===== src/rtl/mem_arbiter.sv =====
// mem_arbiter: round-robin arbiter that shares one single-ported memory
// between an instruction-fetch port (I) and a load/store port (D).
// Each accepted command is held on the memory for LATENCY cycles, then the
// winner gets a one-cycle response strobe (read data or write acknowledge).
module mem_arbiter #(
  parameter int ADDR_W  = 32,
  parameter int DATA_W  = 32,
  parameter int LATENCY = 2
) (
  input  logic              clk,
  input  logic              rst_n,
  input  logic              i_req_valid,
  input  logic              i_req_write,
  input  logic [ADDR_W-1:0] i_req_addr,
  input  logic [DATA_W-1:0] i_req_wdata,
  output logic              i_req_ready,
  output logic              i_rsp_valid,
  input  logic              d_req_valid,
  input  logic              d_req_write,
  input  logic [ADDR_W-1:0] d_req_addr,
  input  logic [DATA_W-1:0] d_req_wdata,
  output logic              d_req_ready,
  output logic              d_rsp_valid,
  output logic [DATA_W-1:0] rsp_rdata,
  output logic              mem_read,
  output logic              mem_write,
  output logic [ADDR_W-1:0] mem_addr,
  output logic [DATA_W-1:0] mem_wdata,
  input  logic [DATA_W-1:0] mem_rdata,
  output logic              busy
);

  typedef enum logic [1:0] {
    IDLE   = 2'd0,
    ACCESS = 2'd1,
    RESP   = 2'd2
  } state_t;

  localparam int              CNT_W    = (LATENCY > 1) ? $clog2(LATENCY) : 1;
  localparam logic [CNT_W-1:0] CNT_INIT = CNT_W'(LATENCY - 1);
  localparam logic            PORT_I   = 1'b0;
  localparam logic            PORT_D   = 1'b1;

  state_t              state_q, state_d;
  logic [CNT_W-1:0]    cnt_q, cnt_d;
  logic                last_grant_q, last_grant_d;
  logic                winner_q, winner_d;
  logic                wr_q, wr_d;
  logic [ADDR_W-1:0]   addr_q, addr_d;
  logic [DATA_W-1:0]   wdata_q, wdata_d;
  logic [DATA_W-1:0]   rdata_q, rdata_d;
  logic                mem_read_q, mem_read_d;
  logic                mem_write_q, mem_write_d;
  logic                i_rsp_q, i_rsp_d;
  logic                d_rsp_q, d_rsp_d;
  logic                busy_q, busy_d;

  logic                grant_i;
  logic                grant_d;
  logic                accept;

  // Round-robin pick: a lone requester wins; on a tie the port not granted last wins.
  // Ready is masked while rst_n is low so nothing handshakes during reset.
  always_comb begin
    grant_i     = i_req_valid && (!d_req_valid || (last_grant_q == PORT_D));
    grant_d     = d_req_valid && !grant_i;
    accept      = rst_n && (state_q == IDLE) && (i_req_valid || d_req_valid);
    i_req_ready = accept && grant_i;
    d_req_ready = accept && grant_d;
  end

  // Next-state and registered-output computation for the IDLE/ACCESS/RESP sequence.
  always_comb begin
    state_d      = state_q;
    cnt_d        = cnt_q;
    last_grant_d = last_grant_q;
    winner_d     = winner_q;
    wr_d         = wr_q;
    addr_d       = addr_q;
    wdata_d      = wdata_q;
    rdata_d      = rdata_q;
    mem_read_d   = 1'b0;
    mem_write_d  = 1'b0;
    i_rsp_d      = 1'b0;
    d_rsp_d      = 1'b0;
    busy_d       = busy_q;
    case (state_q)
      IDLE: begin
        if (accept) begin
          state_d      = ACCESS;
          cnt_d        = CNT_INIT;
          winner_d     = grant_d ? PORT_D : PORT_I;
          last_grant_d = grant_d ? PORT_D : PORT_I;
          wr_d         = grant_d ? d_req_write : i_req_write;
          addr_d       = grant_d ? d_req_addr  : i_req_addr;
          wdata_d      = grant_d ? d_req_wdata : i_req_wdata;
          // Write strobe only in the first access cycle; read held for all of them.
          mem_read_d   = grant_d ? !d_req_write : !i_req_write;
          mem_write_d  = grant_d ?  d_req_write :  i_req_write;
          busy_d       = 1'b1;
        end
      end
      ACCESS: begin
        if (cnt_q == '0) begin
          state_d = RESP;
          if (!wr_q) begin
            rdata_d = mem_rdata;
          end
          i_rsp_d = (winner_q == PORT_I);
          d_rsp_d = (winner_q == PORT_D);
        end else begin
          cnt_d      = cnt_q - 1'b1;
          mem_read_d = !wr_q;
        end
      end
      RESP: begin
        state_d = IDLE;
        busy_d  = 1'b0;
      end
      default: begin
        state_d = IDLE;
        busy_d  = 1'b0;
      end
    endcase
  end

  // State and output registers; async reset abandons any in-flight transaction.
  always_ff @(posedge clk or negedge rst_n) begin
    if (!rst_n) begin
      state_q      <= IDLE;
      cnt_q        <= '0;
      last_grant_q <= PORT_D;
      winner_q     <= PORT_I;
      wr_q         <= 1'b0;
      addr_q       <= '0;
      wdata_q      <= '0;
      rdata_q      <= '0;
      mem_read_q   <= 1'b0;
      mem_write_q  <= 1'b0;
      i_rsp_q      <= 1'b0;
      d_rsp_q      <= 1'b0;
      busy_q       <= 1'b0;
    end else begin
      state_q      <= state_d;
      cnt_q        <= cnt_d;
      last_grant_q <= last_grant_d;
      winner_q     <= winner_d;
      wr_q         <= wr_d;
      addr_q       <= addr_d;
      wdata_q      <= wdata_d;
      rdata_q      <= rdata_d;
      mem_read_q   <= mem_read_d;
      mem_write_q  <= mem_write_d;
      i_rsp_q      <= i_rsp_d;
      d_rsp_q      <= d_rsp_d;
      busy_q       <= busy_d;
    end
  end

  assign i_rsp_valid = i_rsp_q;
  assign d_rsp_valid = d_rsp_q;
  assign rsp_rdata   = rdata_q;
  assign mem_read    = mem_read_q;
  assign mem_write   = mem_write_q;
  assign mem_addr    = addr_q;
  assign mem_wdata   = wdata_q;
  assign busy        = busy_q;

endmodule


===== config.mk =====
export PLATFORM = sky130hd
export DESIGN_NAME = mem_arbiter
export DESIGN_NICKNAME = d
export VERILOG_FILES = /design/src/rtl/mem_arbiter.sv
export SDC_FILE = /design/constraint.sdc
export NUM_CORES = 1
export LEC_CHECK = 0
export CORE_ASPECT_RATIO = 0.5
export CORE_MARGIN = 1.5
export CORE_UTILIZATION = 40
export DETAILED_ROUTE_END_ITERATION = 6
export MAX_ROUTING_LAYER = met4
export PLACE_DENSITY = 0.81
export SYNTH_ARGS = -nofsm -noshare
export SYNTH_HDL_FRONTEND = slang
export SYNTH_SLANG_ARGS = --single-unit
export TNS_END_PERCENT = 1

===== constraint.sdc =====
create_clock -name clk -period 2.1 [get_ports clk]
set_clock_uncertainty 0.1 [all_clocks]
set_input_delay 0.42 -clock clk [delete_from_list [all_inputs] [get_ports clk]]
set_output_delay 0.42 -clock clk [all_outputs]
set_load 0.02 [all_outputs]

==> impl_metrics.toml <==
[placed_design]
dp_hpwl_um = 10970
place_inst = 757
port_buffers = 268
post_dp_cell_area_sq_um = 8158
routabilityCongestion = 0.7716

[clock_tree]
cts_made_buffers = 9
clk_latency_ns = 0.35
clock_tree.root_cell = "clkbuf_16"
cts_tree = "yes"
path_clk_slew_ns = 0.07
clockBufferDepth = 2
cts.sinks = 107
htree_levels = 3

[drt]
viasPerCell = 5.370
routed_wl_um = 15180
dr_total_vias = 4167
drc = 0
wire_per_inst_um = 19.57
drt_iter0_markers = 198
drtPass1Iterations = 4
detail-route-antenna-nets = 0

[logic_synthesis]
synth.most_common_cell = "dfrtp_1"
ys_types = 32
synth_seq_cells = 107
ys_top_cells_by_area = "dfrtp_1 51%, a2bb2oi_2 14%, o32ai_2 13%"
yosysWarnings = 0
synth_edf_count = 0
ys_async_sr_fraction_pct = 100.0
synth_largest_area_cell = "dfrtp_1"
synth_area_sq_um = 5210
synthesis.instances = 333
synth_ff_type = "dfrtp_1"
synth_top_area_share_pct = 50.91
synth_nets = 499
synth_area_per_cell_sq_um = 15.65
ys_seq_area_share_pct = 51.42
synth_commonest_cells = "106 x dfrtp_1, 50 x a2bb2oi_2, 41 x o32ai_2"

[floorplanning]
start_util_pct = 41.02
io-pin-count = 269
num_rows = 29
dieArea_sq_um = 13760
fp.dieH_um = 83.70
die_w_um = 164.4
fp.coreArea_sq_um = 12700

[grt]
grt_pass1_vias = 4433
grt_max_degree = 56
antenna_found_initial = 0
grt_overflow = 0
grt_pass1_wl_um = 24010
grt_use_total_pct = 23.22

[power]
finalPower_mw = 11.86
max-vdd-ir-drop_mv = 0.6777
leakage_nw = 3.262
p_per_area_nw_per_um2 = 1393

[sta]
drv_slew = 0
fin_tns_setup_ns = 0
fin_crit_sh_pct = 97.98
tightest_slew_ns = 0.7626
setup_viol = 0
fin_crit_ns = 2.058
final_hold_viol_count = 0
rsz0062_at_grt = "yes"
relSlewSlack_pct = 49.16
hold_slack_ns = 0.1455
max_freq_mhz = 486.0

[cells_and_area]
antenna_cells = 0
final_nets = 767
syn2layout_area_growth_pct = 63.42
fin_cells = 776
stdcell_area_sq_um = 8514
fill_cells = 945
drive_gt1_share_pct = 23.93

[setup_path]
crit_type = "reg2out"
crit_required_ns = 1.58
worst_setup_path_end_kind = "primary output"
cp_max_fo = 4
worstSetupStartpointType = "flop"
crit_arrival_ns = 1.54

[run]
cap_violations = 0

[run_status]
status = "completed"

[min_path]
hold_path.class = "in2async"
-- critical path: stages, from the launching register on --
cell and delay, ns:
dfstp_2 0.57, and2b_2 0.26, nor3b_2 0.18, buf_4 0.17
-- layout by cell type, fill, tap and decap left out, drive strengths merged, types with 2 or more instances in the layout --
cell           count
a21o               2
a2bb2oi           65
buf               29
bufinv             2
clkbuf            12
clkdlybuf4s50    264
clkinv             3
dfrtp            106
inv                3
mux2              32
nand2              2
nor2               2
nor3               2
nor3b              2
o21ai              3
o32ai             65
-- cell families (layout without fill, tap and decap cells) --
group / Yosys count / count (layout) / synth area share (%)
AO/OA/AOI/OAI: 140 / 140 / 35.09
buffers and inverters: 41 / 314 / 4.779
flip-flops: 107 / 107 / 51.42
multiplexers: 32 / 32 / 6.917
AND/OR/NAND/NOR: 13 / 13 / 1.802
-- area by class of cell --
cell class / count / area, sq um / share of cell area [%]
inverters: 3 / 11.26 / 0.1323
well taps: 170 / 212.7 / 2.498
clock buffers: 11 / 252.7 / 2.968
flip-flops and latches: 107 / 2679 / 31.46
clock inverters: 5 / 75.07 / 0.8817
repair buffers: 295 / 2982 / 35.02
multi-input cells: 185 / 2302 / 27.04
-- what timing repair did --
item / in CTS / in global routing
hold buffers: 0 / 0
pin swaps: 0 / 1
buffers inserted: 0 / 3
resized for setup: 2 / 4
setup endpoints to repair: 2 / 3
-- where the power goes --
part	leakage, nW	internal, mW	switching, mW	total, mW
clock network	0.165	1.10	0.751	1.86
logic	1.88	3.39	2.94	6.33
registers	1.21	3.05	0.630	3.68
-- flip-flops by register name (all words and copies together), names as in the netlist --
name	cells
busy	1
cnt_q	1
d_rsp_valid	1
i_rsp_valid	1
last_grant_q	1
mem_addr	32
mem_read	1
mem_wdata	32
mem_write	1
rsp_rdata	32
state_q	2
winner_q	1
wr_q	1
-- per-stage QoR --
step                      setup WS [ns]  utilization (%)
after CTS                       0.01179            66.85
after floorplan                  0.1394                -
after global routing           -0.01071            67.04
after detailed placement        -0.1190            64.24
final                           0.04247            67.04
after global placement          -0.1206            64.24
-- layer usage --
layer | vias up | share of wire [%] | routed length [um] | global-route usage (%)
met2 | 152 | 53 | 8017 | 40.24
met5 | - | 0 | 0 | -
met3 | 36 | 4.5 | 689 | 4.570
li1 | 1884 | - | - | -
met1 | 2095 | 40 | 6013 | 26.80
met4 | 0 | 3.0 | 463 | 8.436
-- final timing paths --
check,cells past startpoint,slack [ns],start,end
worst max register to register,6,0.13,state_q[1]$_DFFE_PN0P_,mem_wdata[16]$_DFFE_PN0P_
min in group clk,1,0.38,winner_q$_DFFE_PN0P_,i_rsp_valid$_DFF_PN0_
max in group asynchronous,3,0.60,rst_n,mem_wdata[25]$_DFFE_PN0P_
worst min register to register,1,0.38,winner_q$_DFFE_PN0P_,i_rsp_valid$_DFF_PN0_
worst min-delay path,2,0.15,rst_n,mem_addr[13]$_DFFE_PN0P_
worst max-delay path,3,0.04,last_grant_q$_DFFE_PN1P_,i_req_ready
Power figures use the tool's default switching activity.
